<file path="src/rtl/dac_multi_channel_driver_if.sv">
// Sample-input handshake, control and DAC pin bundle for the multi-channel
// DAC driver.
interface dac_multi_channel_driver_if #(
  parameter int N_CH   = 2,
  parameter int DATA_W = 8
);
  logic [N_CH*DATA_W-1:0] IN_DATA;
  logic [N_CH-1:0]        IN_VALID;
  logic [N_CH-1:0]        IN_READY;
  logic [N_CH-1:0]        CH_EN;
  logic                   FMT_TWOS;
  logic                   CLR_STATUS;
  logic [N_CH-1:0]        DA_CLK;
  logic [N_CH-1:0]        DA_WRT;
  logic [N_CH*DATA_W-1:0] DA_DBP;
  logic [N_CH-1:0]        UNDERFLOW;

  modport master (
    output IN_DATA,
    output IN_VALID,
    output CH_EN,
    output FMT_TWOS,
    output CLR_STATUS,
    input  IN_READY,
    input  DA_CLK,
    input  DA_WRT,
    input  DA_DBP,
    input  UNDERFLOW
  );

  modport slave (
    input  IN_DATA,
    input  IN_VALID,
    input  CH_EN,
    input  FMT_TWOS,
    input  CLR_STATUS,
    output IN_READY,
    output DA_CLK,
    output DA_WRT,
    output DA_DBP,
    output UNDERFLOW
  );
endinterface

</file>
<file path="src/rtl/dac_multi_channel_driver.sv">
// N-channel parallel DAC driver: per-channel sample FIFO, shared sample-rate
// divider, format conversion and registered DAC clock/strobe/data pins.
module dac_multi_channel_driver #(
  parameter int N_CH        = 2,
  parameter int DATA_W      = 8,
  parameter int DEPTH       = 16,
  parameter int DIV         = 4,
  parameter bit SYNC_UPDATE = 1'b1
) (
  input  logic                     CLK_IN,
  input  logic                     RESET,
  dac_multi_channel_driver_if.slave bus
);
  localparam int AW = $clog2(DEPTH);
  localparam int NW = AW + 1;
  localparam int CW = $clog2(DIV);

  localparam logic [CW-1:0] CNT_LAST = CW'(DIV - 1);
  localparam logic [CW-1:0] CNT_HALF = CW'(DIV / 2);
  localparam logic [NW-1:0] OCC_FULL = NW'(DEPTH);
  localparam logic [DATA_W-1:0] MID =
    {1'b1, {(DATA_W-1){1'b0}}};

  logic [CW-1:0] cnt_q, cnt_d;
  logic          dclk_q, dclk_d;
  logic          tick;

  logic [N_CH-1:0][DEPTH-1:0][DATA_W-1:0] mem_q;
  logic [N_CH-1:0][AW-1:0]     wptr_q, wptr_d;
  logic [N_CH-1:0][AW-1:0]     rptr_q, rptr_d;
  logic [N_CH-1:0][NW-1:0]     occ_q, occ_d;
  logic [N_CH-1:0][DATA_W-1:0] dbp_q, dbp_d;

  logic [N_CH-1:0] rdy_q, rdy_d;
  logic [N_CH-1:0] uf_q, uf_d;
  logic [N_CH-1:0] push, pop, empty;
  logic            all_ok;

  function automatic logic [DATA_W-1:0] conv(
    input logic              twos,
    input logic [DATA_W-1:0] d
  );
    return twos ? {~d[DATA_W-1], d[DATA_W-2:0]} : d;
  endfunction

  assign tick   = (cnt_q == CNT_LAST);
  assign cnt_d  = tick ? '0 : cnt_q + CW'(1);
  // Pin clock is a registered copy of the phase it will show next cycle
  assign dclk_d = (cnt_d >= CNT_HALF);

  always_comb begin
    all_ok = 1'b1;
    empty  = '0;
    for (int k = 0; k < N_CH; k++) begin
      empty[k] = (occ_q[k] == '0);
      if (bus.CH_EN[k] && empty[k]) all_ok = 1'b0;
    end
  end

  always_comb begin
    push   = '0;
    pop    = '0;
    wptr_d = wptr_q;
    rptr_d = rptr_q;
    occ_d  = occ_q;
    rdy_d  = rdy_q;
    uf_d   = uf_q;
    dbp_d  = dbp_q;
    for (int k = 0; k < N_CH; k++) begin
      push[k] = bus.IN_VALID[k] & rdy_q[k];
      // In lock-step mode one starved channel stalls every enabled channel
      pop[k]  = tick & bus.CH_EN[k] & ~empty[k]
                & (all_ok | ~SYNC_UPDATE);
      wptr_d[k] = wptr_q[k] + AW'(push[k]);
      rptr_d[k] = rptr_q[k] + AW'(pop[k]);
      occ_d[k]  = occ_q[k] + NW'(push[k]) - NW'(pop[k]);
      rdy_d[k]  = (occ_d[k] != OCC_FULL);
      uf_d[k]   = (tick & bus.CH_EN[k] & empty[k])
                | (uf_q[k] & ~bus.CLR_STATUS);
      if (tick) begin
        if (!bus.CH_EN[k]) begin
          dbp_d[k] = MID;
        end else if (pop[k]) begin
          dbp_d[k] = conv(bus.FMT_TWOS, mem_q[k][rptr_q[k]]);
        end
      end
    end
  end

  always_ff @(posedge CLK_IN) begin
    for (int k = 0; k < N_CH; k++) begin
      if (push[k]) begin
        mem_q[k][wptr_q[k]] <= bus.IN_DATA[k*DATA_W +: DATA_W];
      end
    end
  end

  always_ff @(posedge CLK_IN or negedge RESET) begin
    if (!RESET) begin
      cnt_q  <= '0;
      dclk_q <= 1'b0;
      wptr_q <= '0;
      rptr_q <= '0;
      occ_q  <= '0;
      rdy_q  <= '1;
      uf_q   <= '0;
      dbp_q  <= {N_CH{MID}};
    end else begin
      cnt_q  <= cnt_d;
      dclk_q <= dclk_d;
      wptr_q <= wptr_d;
      rptr_q <= rptr_d;
      occ_q  <= occ_d;
      rdy_q  <= rdy_d;
      uf_q   <= uf_d;
      dbp_q  <= dbp_d;
    end
  end

  assign bus.IN_READY  = rdy_q;
  assign bus.UNDERFLOW = uf_q;
  assign bus.DA_CLK    = {N_CH{dclk_q}};
  assign bus.DA_WRT    = {N_CH{dclk_q}};
  assign bus.DA_DBP    = dbp_q;

endmodule

</file>
<file path="src/flat_wrapper.sv">
// flat-port wrapper written by rule: the top's interface ports become plain ports
module dac_multi_channel_driver_flat 
#(
  parameter int N_CH        = 2,
  parameter int DATA_W      = 8,
  parameter int DEPTH       = 16,
  parameter int DIV         = 4,
  parameter bit SYNC_UPDATE = 1'b1
)
  (CLK_IN, RESET, bus_IN_DATA, bus_IN_VALID, bus_CH_EN, bus_FMT_TWOS, bus_CLR_STATUS, bus_IN_READY, bus_DA_CLK, bus_DA_WRT, bus_DA_DBP, bus_UNDERFLOW);
  dac_multi_channel_driver_if #(.N_CH(N_CH), .DATA_W(DATA_W)) bus_i ();
  input  logic CLK_IN;
  input  logic RESET;
  input wire logic [$bits(bus_i.IN_DATA)-1:0] bus_IN_DATA;
  input wire logic [$bits(bus_i.IN_VALID)-1:0] bus_IN_VALID;
  input wire logic [$bits(bus_i.CH_EN)-1:0] bus_CH_EN;
  input wire logic [$bits(bus_i.FMT_TWOS)-1:0] bus_FMT_TWOS;
  input wire logic [$bits(bus_i.CLR_STATUS)-1:0] bus_CLR_STATUS;
  output wire logic [$bits(bus_i.IN_READY)-1:0] bus_IN_READY;
  output wire logic [$bits(bus_i.DA_CLK)-1:0] bus_DA_CLK;
  output wire logic [$bits(bus_i.DA_WRT)-1:0] bus_DA_WRT;
  output wire logic [$bits(bus_i.DA_DBP)-1:0] bus_DA_DBP;
  output wire logic [$bits(bus_i.UNDERFLOW)-1:0] bus_UNDERFLOW;
  assign bus_i.IN_DATA = bus_IN_DATA;
  assign bus_i.IN_VALID = bus_IN_VALID;
  assign bus_i.CH_EN = bus_CH_EN;
  assign bus_i.FMT_TWOS = bus_FMT_TWOS;
  assign bus_i.CLR_STATUS = bus_CLR_STATUS;
  assign bus_IN_READY = bus_i.IN_READY;
  assign bus_DA_CLK = bus_i.DA_CLK;
  assign bus_DA_WRT = bus_i.DA_WRT;
  assign bus_DA_DBP = bus_i.DA_DBP;
  assign bus_UNDERFLOW = bus_i.UNDERFLOW;
  dac_multi_channel_driver #(.N_CH(N_CH), .DATA_W(DATA_W), .DEPTH(DEPTH), .DIV(DIV), .SYNC_UPDATE(SYNC_UPDATE)) u_core (.CLK_IN(CLK_IN), .RESET(RESET), .bus(bus_i));
endmodule
</file>
<file path="config.mk">
export PLATFORM = sky130hd
export DESIGN_NAME = dac_multi_channel_driver_flat
export DESIGN_NICKNAME = d
export VERILOG_FILES = /design/src/rtl/dac_multi_channel_driver_if.sv /design/src/rtl/dac_multi_channel_driver.sv /design/src/flat_wrapper.sv
export SDC_FILE = /design/constraint.sdc
export NUM_CORES = 1
export LEC_CHECK = 0
export CAP_MARGIN = 15
export CORE_UTILIZATION = 40
export DETAILED_ROUTE_END_ITERATION = 10
export PLACE_DENSITY = 0.61
export SLEW_MARGIN = 10
export SYNTH_ARGS = -nofsm -noshare
export SYNTH_HDL_FRONTEND = slang
export SYNTH_SLANG_ARGS = --single-unit
</file>
<file path="constraint.sdc">
create_clock -name CLK_IN -period 3.1 [get_ports CLK_IN]
set_input_delay 0.62 -clock CLK_IN [delete_from_list [all_inputs] [get_ports CLK_IN]]
set_output_delay 0.62 -clock CLK_IN [all_outputs]
set_load 0.005 [all_outputs]
</file>
==> results of run 1 <==
==> logic make-up (layout without fill, tap and decap cells) <==
group | count (synthesis) | in the layout | synth area share, %
xor+xnor | 18 | 18 | 1.31
mux | 108 | 108 | 15.8
compound gates | 33 | 33 | 2.07
flops | 304 | 304 | 73.8
buf+inv | 50 | 186 | 1.83
simple gates | 66 | 66 | 2.85
fa+ha+maj | 21 | 21 | 2.31
==> per-stage QoR <==
stage               instances  power (uW)  utilization (%)  hold WS [ns]
finish                   1126       12800             48.5         0.154
global route             1126       13500             48.5         0.187
CTS                      1124       12900             48.3         0.140
detailed placement       1067        9370             45.0         0.423
global placement         1067        9190             45.0         0.422
floorplan                 600        7990                -         0.324
==> repair_timing <==
item | 4_1_cts | 5_1_grt
setup buffers | 0 | 2
resized for setup | 0 | 6
endpoints found under the setup margin | 0 | 2
hold buffers | 0 | 0
==> final timing paths <==
check,slack (ns),endpoint,start
max,0.19,u_core.bus.IN_READY[1],u_core.occ_q[7]
min,0.15,u_core.bus.DA_DBP[13],RESET
max reg2reg,0.19,u_core.bus.IN_READY[1],u_core.occ_q[7]
min reg2reg,0.44,u_core.cnt_q[0],u_core.cnt_q[0]
max in group asynchronous,2.13,u_core.bus.DA_DBP[7],RESET
min in group CLK_IN,0.44,u_core.cnt_q[0],u_core.cnt_q[0]
==> critical path, stage by stage, from the launching register on <==
cell	delay, ns
dfrtp_1	0.37
inv_1	0.07
ha_1	0.18
nor4b_2	0.15
buf_4	0.15
a211oi_2	0.17
nand2_1	0.09
o21ai_1	0.09
ha_2	0.20
inv_1	0.05
fa_2	0.51
inv_1	0.05
or3_1	0.32
or4_1	0.41
==> metal layers <==
layer | vias to the layer above | track usage, % | part of all wire [%]
li1 | 2625 | - | -
met2 | 91 | 28.5 | 53
met4 | 0 | 4.57 | 2.3
met5 | - | 0 | 0
met1 | 3120 | 19.8 | 41
met3 | 40 | 2.62 | 3.1
==> Yosys cell counts, drive strengths merged <==
| cell type | n |
|---|---|
| edfxtp | 256 |
| mux4 | 66 |
| dfrtp | 44 |
| mux2i | 42 |
| nor2 | 26 |
| buf | 24 |
| ha | 19 |
| inv | 19 |
| a22o | 14 |
| nor3 | 10 |
| xnor2 | 9 |
| xor2 | 9 |
| a21oi | 7 |
| clkbuf | 7 |
| nand2b | 5 |
| nand3 | 5 |
| nand3b | 5 |
| dfstp | 4 |
| nand2 | 4 |
| and2 | 3 |
| o21ai | 3 |
| a21o | 2 |
| a22oi | 2 |
| a32o | 2 |
| fa | 2 |
| nor4b | 2 |
| or3b | 2 |
| a211oi | 1 |
| and3 | 1 |
| nand4 | 1 |
| o21a | 1 |
| o21bai | 1 |
| or3 | 1 |
| or4 | 1 |
==> registers in the layout, indices dropped and copies added, names as in the netlist <==
signal,count
u_core.bus.UNDERFLOW,2
u_core.rptr_q,8
u_core.occ_q,10
u_core.cnt_q,2
u_core.mem_q,256
u_core.bus.DA_DBP,16
u_core.bus.IN_READY,2
u_core.wptr_q,8
==> where the power goes <==
part           leakage [uW]  internal, uW  switching (uW)
combinational       0.00163          1950            1690
clock              0.000481          2070            1480
sequential          0.00289          5090             537
==> area by class of cell <==
cell class | instances | area [um2] | area share (%)
Clock buffer | 34 | 787 | 5.48
Clock inverter | 23 | 196 | 1.37
Inverter | 19 | 71.3 | 0.496
Multi-Input combinational cell | 246 | 2960 | 20.6
Sequential cell | 304 | 8900 | 61.9
Tap cell | 390 | 488 | 3.40
Timing Repair Buffer | 110 | 963 | 6.71
==> metrics.txt, run 1 <==
root buffer cell=clkbuf_16; Worst-path clk slew=0.06 ns; Clock Path Buffers=3; R2R cell count=13; Initial Util=40.6%; crit path DAT=3.39 ns; WL/cell=~21 um; Critical Path RT=3.58 ns; minimum clock period=2.91 ns; vias in the first global route=approximately 6,400; final hold vios=0; critical path launch point type=flip-flop; Setup WS post-layout=0.193 ns; commonest cells after routing, fill and taps aside=edfxtp_1 (256), mux4_2 (66), buf_4 (61); syn nets=between 600 and 700; TNS Setup=0 ns; CORE AREA=between 0.02 and 0.03 mm2; Filler Cell Count=2,447; Vias per Instance=5.22; final period utilization=between 90% and 100%; Synth top area share=a little under two thirds; # port buffers=between 40 and 50; worst skew pair latency=around 0.57 ns; Layout area overhead=19.2%; Worst Setup End Kind=flip-flop; layout cells sized above 1=26.1%; FMAX=344 MHz; most common cell after layout, fill and taps aside=edfxtp_1; DP Area=0.0133 mm2; Mapped Area=roughly 0.012 mm2; CTS tree=built; leading post-synthesis cells by cell area=edfxtp_1 (64%), mux4_2 (12%), dfrtp_1 (9.1%); max_slew headroom=around 26%; initial antenna violation count=1; routability cong.=0.798; first-pass GRT wire length=36.9 mm; cell taking the most area after synthesis=edfxtp_1; average size of a mapped cell=20.1 um2; total gr overflow=0; Max IR drop VDD=0.469 mV; cell count after synthesis=600; initial DRC count=385; Synth Register Bits=304; diode count=0; pre-CTS setup slack=-0.178 ns; Die H=176 um; DPL Wire Length=roughly 16 mm; Worst Tran Pin Value=around 1.1 ns; Detail Route Antenna Nets=0; Nets=757; CP Max Fanout=4; Max Slew Vio Count=0; synth warn=0; row count=63; MaxCap Viol Count=0; gr usage total=between 10% and 20%; CTS buffer count=31; leak pwr=approximately 0.005 uW; largest net degree at the start of global routing=32; Clock Skew=0.0271 ns; vias=approximately 6,000; Seq/Total Area, Yosys=approximately 74%; outcome=finished, final reports clean; clock sink count=between 300 and 400; full die area=just over 0.03 mm2; Hold Crit Class=in2async; Worst Setup Path Type=reg2reg; io pins=48; post-route cell area=0.0144 mm2; H-tree levels=1; die width=176 um; DRC violations left=0; RSZ-0062 raised after global routing=yes; power density cells=893 mW/mm2; Pre-Repair DR Iteration Count=4; WL final=23.4 mm; Synth cell types=39; # setup viols final=0
(Power assumes the default switching activity.)
==> run 2, diff against run 1 <==
--- a/config.mk
+++ b/config.mk
@@ -7,9 +7,10 @@
 export LEC_CHECK = 0
 export CAP_MARGIN = 15
 export CORE_UTILIZATION = 40
+export CTS_CLUSTER_SIZE = 20
 export DETAILED_ROUTE_END_ITERATION = 10
-export PLACE_DENSITY = 0.61
-export SLEW_MARGIN = 10
+export PLACE_DENSITY_LB_ADDON = 0.08
+export SLEW_MARGIN = 15
 export SYNTH_ARGS = -nofsm -noshare
 export SYNTH_HDL_FRONTEND = slang
 export SYNTH_SLANG_ARGS = --single-unit
==> metrics.txt, run 2 (synthesis gave the netlist of run 1 again) <==
initial antenna violation count=0; DPL Wire Length=17.1 mm; die width=about 180 um; Register Area=0.00890 mm2; Critical Path RT=3.50 ns; uppermost layer routed=met4; commonest cells after routing, fill and taps aside=edfxtp_1 (256), buf_4 (71), mux4_2 (66); Hold Crit Class=in2async; CP Max Fanout=4; Pre-Repair DR Iteration Count=4; met3 WL=787 um; CTS tree=built; io pins=48; Nets=approximately 770; pre-CTS setup slack=-0.338 ns; routability cong.=slightly below 0.8; Multi-input gate area=0.00296 mm2; final hold vios=0; clock sink count=304; register-to-register setup slack=about 0.13 ns; Worst Setup Path Type=reg2reg; # port buffers=47; Initial Util=40.6%; diode count=0; Filler Cell Count=2,497; total gr overflow=0; Die H=176 um; DRT met1 WL=10.6 mm; H-tree levels=2; Clock Skew=around 0.024 ns; Worst-path clk slew=0.06 ns; critical path launch point type=flip-flop; row count=63; placed cells=1,077; full die area=0.0308 mm2; worst reg2reg endpoint=u_core.bus.IN_READY[1]; WL final=25.0 mm; leak pwr=about 0.0051 uW; vias=between 5,000 and 6,000; # setup viols final=0; gr usage total=17.0%; CTS buffer count=34; Non-Filler Instances=roughly 1,100; MaxCap Viol Count=0; crit path DAT=3.37 ns; vias in the first global route=6,362; Worst Tran Pin Value=0.759 ns; minimum clock period=2.97 ns; power density cells=907 mW/mm2; CORE AREA=0.0296 mm2; first-pass GRT wire length=38.6 mm; max_slew headroom=49.4%; crit path launch=u_core.occ_q[7]; Setup WS post-layout=0.131 ns; Layout area overhead=20.5%; outcome=finished, final reports clean; Worst Setup End Kind=flip-flop; root buffer cell=clkbuf_16; most common cell after layout, fill and taps aside=edfxtp_1; Clock Path Buffers=3; Detail Route Antenna Nets=0; worst skew pair latency=0.51 ns; hold-fix buffers at CTS=0; largest net degree at the start of global routing=32; number of flip-flops in the largest register=256; Max Slew Vio Count=0; R2R cell count=14; RSZ-0062 raised after global routing=yes; Max IR drop VDD=0.406 mV; layout cells sized above 1=27.0%; DRC violations left=0; RR Startpoint=u_core.occ_q[7]; initial DRC count=343; Vias per Instance=5.11; routed length on met2=13.1 mm; FMAX=337 MHz; WL/cell=between 20 and 25 um; worst setup path end=u_core.bus.IN_READY[1]; final period utilization=95.8%
run 2: cell types whose count changed in the layout (fill, tap and decap cells not counted), moves of 2 or more:
cell / before / now
buf_4: 61 / 71
clkinv_1: 7 / 5
clkbuf_16: 31 / 35
clkinvlp_4: 2 / 0
clkinv_2: 8 / 10
clkinv_8: 0 / 2
run 2: repair_timing:
item,CTS,global route
endpoints found under the setup margin,1,2
setup buffers,0,1
hold endpoints to repair,0,0
pin swaps,0,0
gates resized for setup,2,3
run 2: critical path: stages, from the launching register on:
cell      delay (ns)
dfrtp_1         0.36
inv_1           0.07
ha_1            0.19
nor4b_2         0.16
buf_4           0.15
a211oi_2        0.18
nand2_1         0.09
o21ai_1         0.09
ha_1            0.17
inv_1           0.06
fa_1            0.40
nand2b_1        0.18
a21oi_2         0.16
nor3_1          0.08
or4_1           0.54
run 2: how the worst min path moves through the flow:
stage	from	end	slack [ns]	cells after the start
after floorplan	RESET	u_core.bus.DA_DBP[0]	0.32	0
after global placement	u_core.cnt_q[0]	u_core.cnt_q[0]	0.42	1
after detailed placement	u_core.cnt_q[0]	u_core.cnt_q[0]	0.42	1
after CTS	RESET	u_core.bus.DA_DBP[8]	0.06	1
after global routing	RESET	u_core.bus.DA_DBP[8]	0.07	1
final	RESET	u_core.bus.DA_DBP[8]	0.06	1
run 2: through the flow:
step | instance area (um2) | hold slack, ns | util, % | TNS, ns | total power, uW
3_3_place_gp | 13400 | 0.417 | 45.2 | -0.172 | 9360
4_1_cts | 14500 | 0.0579 | 48.9 | 0 | 13400
6_report | 14500 | 0.0611 | 49.0 | 0 | 13200
2_1_floorplan | 12000 | 0.324 | - | 0 | 7990
3_5_place_dp | 13400 | 0.421 | 45.2 | -0.397 | 9470
5_1_grt | 14500 | 0.0651 | 49.0 | -0.0586 | 13900
run 2: final cells by class:
class | instances | area share, %
inverters | 19 | 0.491
well taps | 390 | 3.36
flip-flops and latches | 304 | 61.3
repair buffers | 119 | 7.02
multi-input cells | 246 | 20.4
clock buffers | 39 | 6.14
clock inverters | 20 | 1.32
run 2: metal layers:
layer  track usage, %  vias up
li1                 -     2651
met1             22.0     3045
met2             29.8       79
met3             2.58       33
met4             4.42        0
met5                0        -
run 2: power by group:
group / switching [uW] / internal [uW] / leakage [uW]
clock: 1560 / 2320 / 0.000539
combinational: 1700 / 1930 / 0.00168
sequential: 569 / 5090 / 0.00289
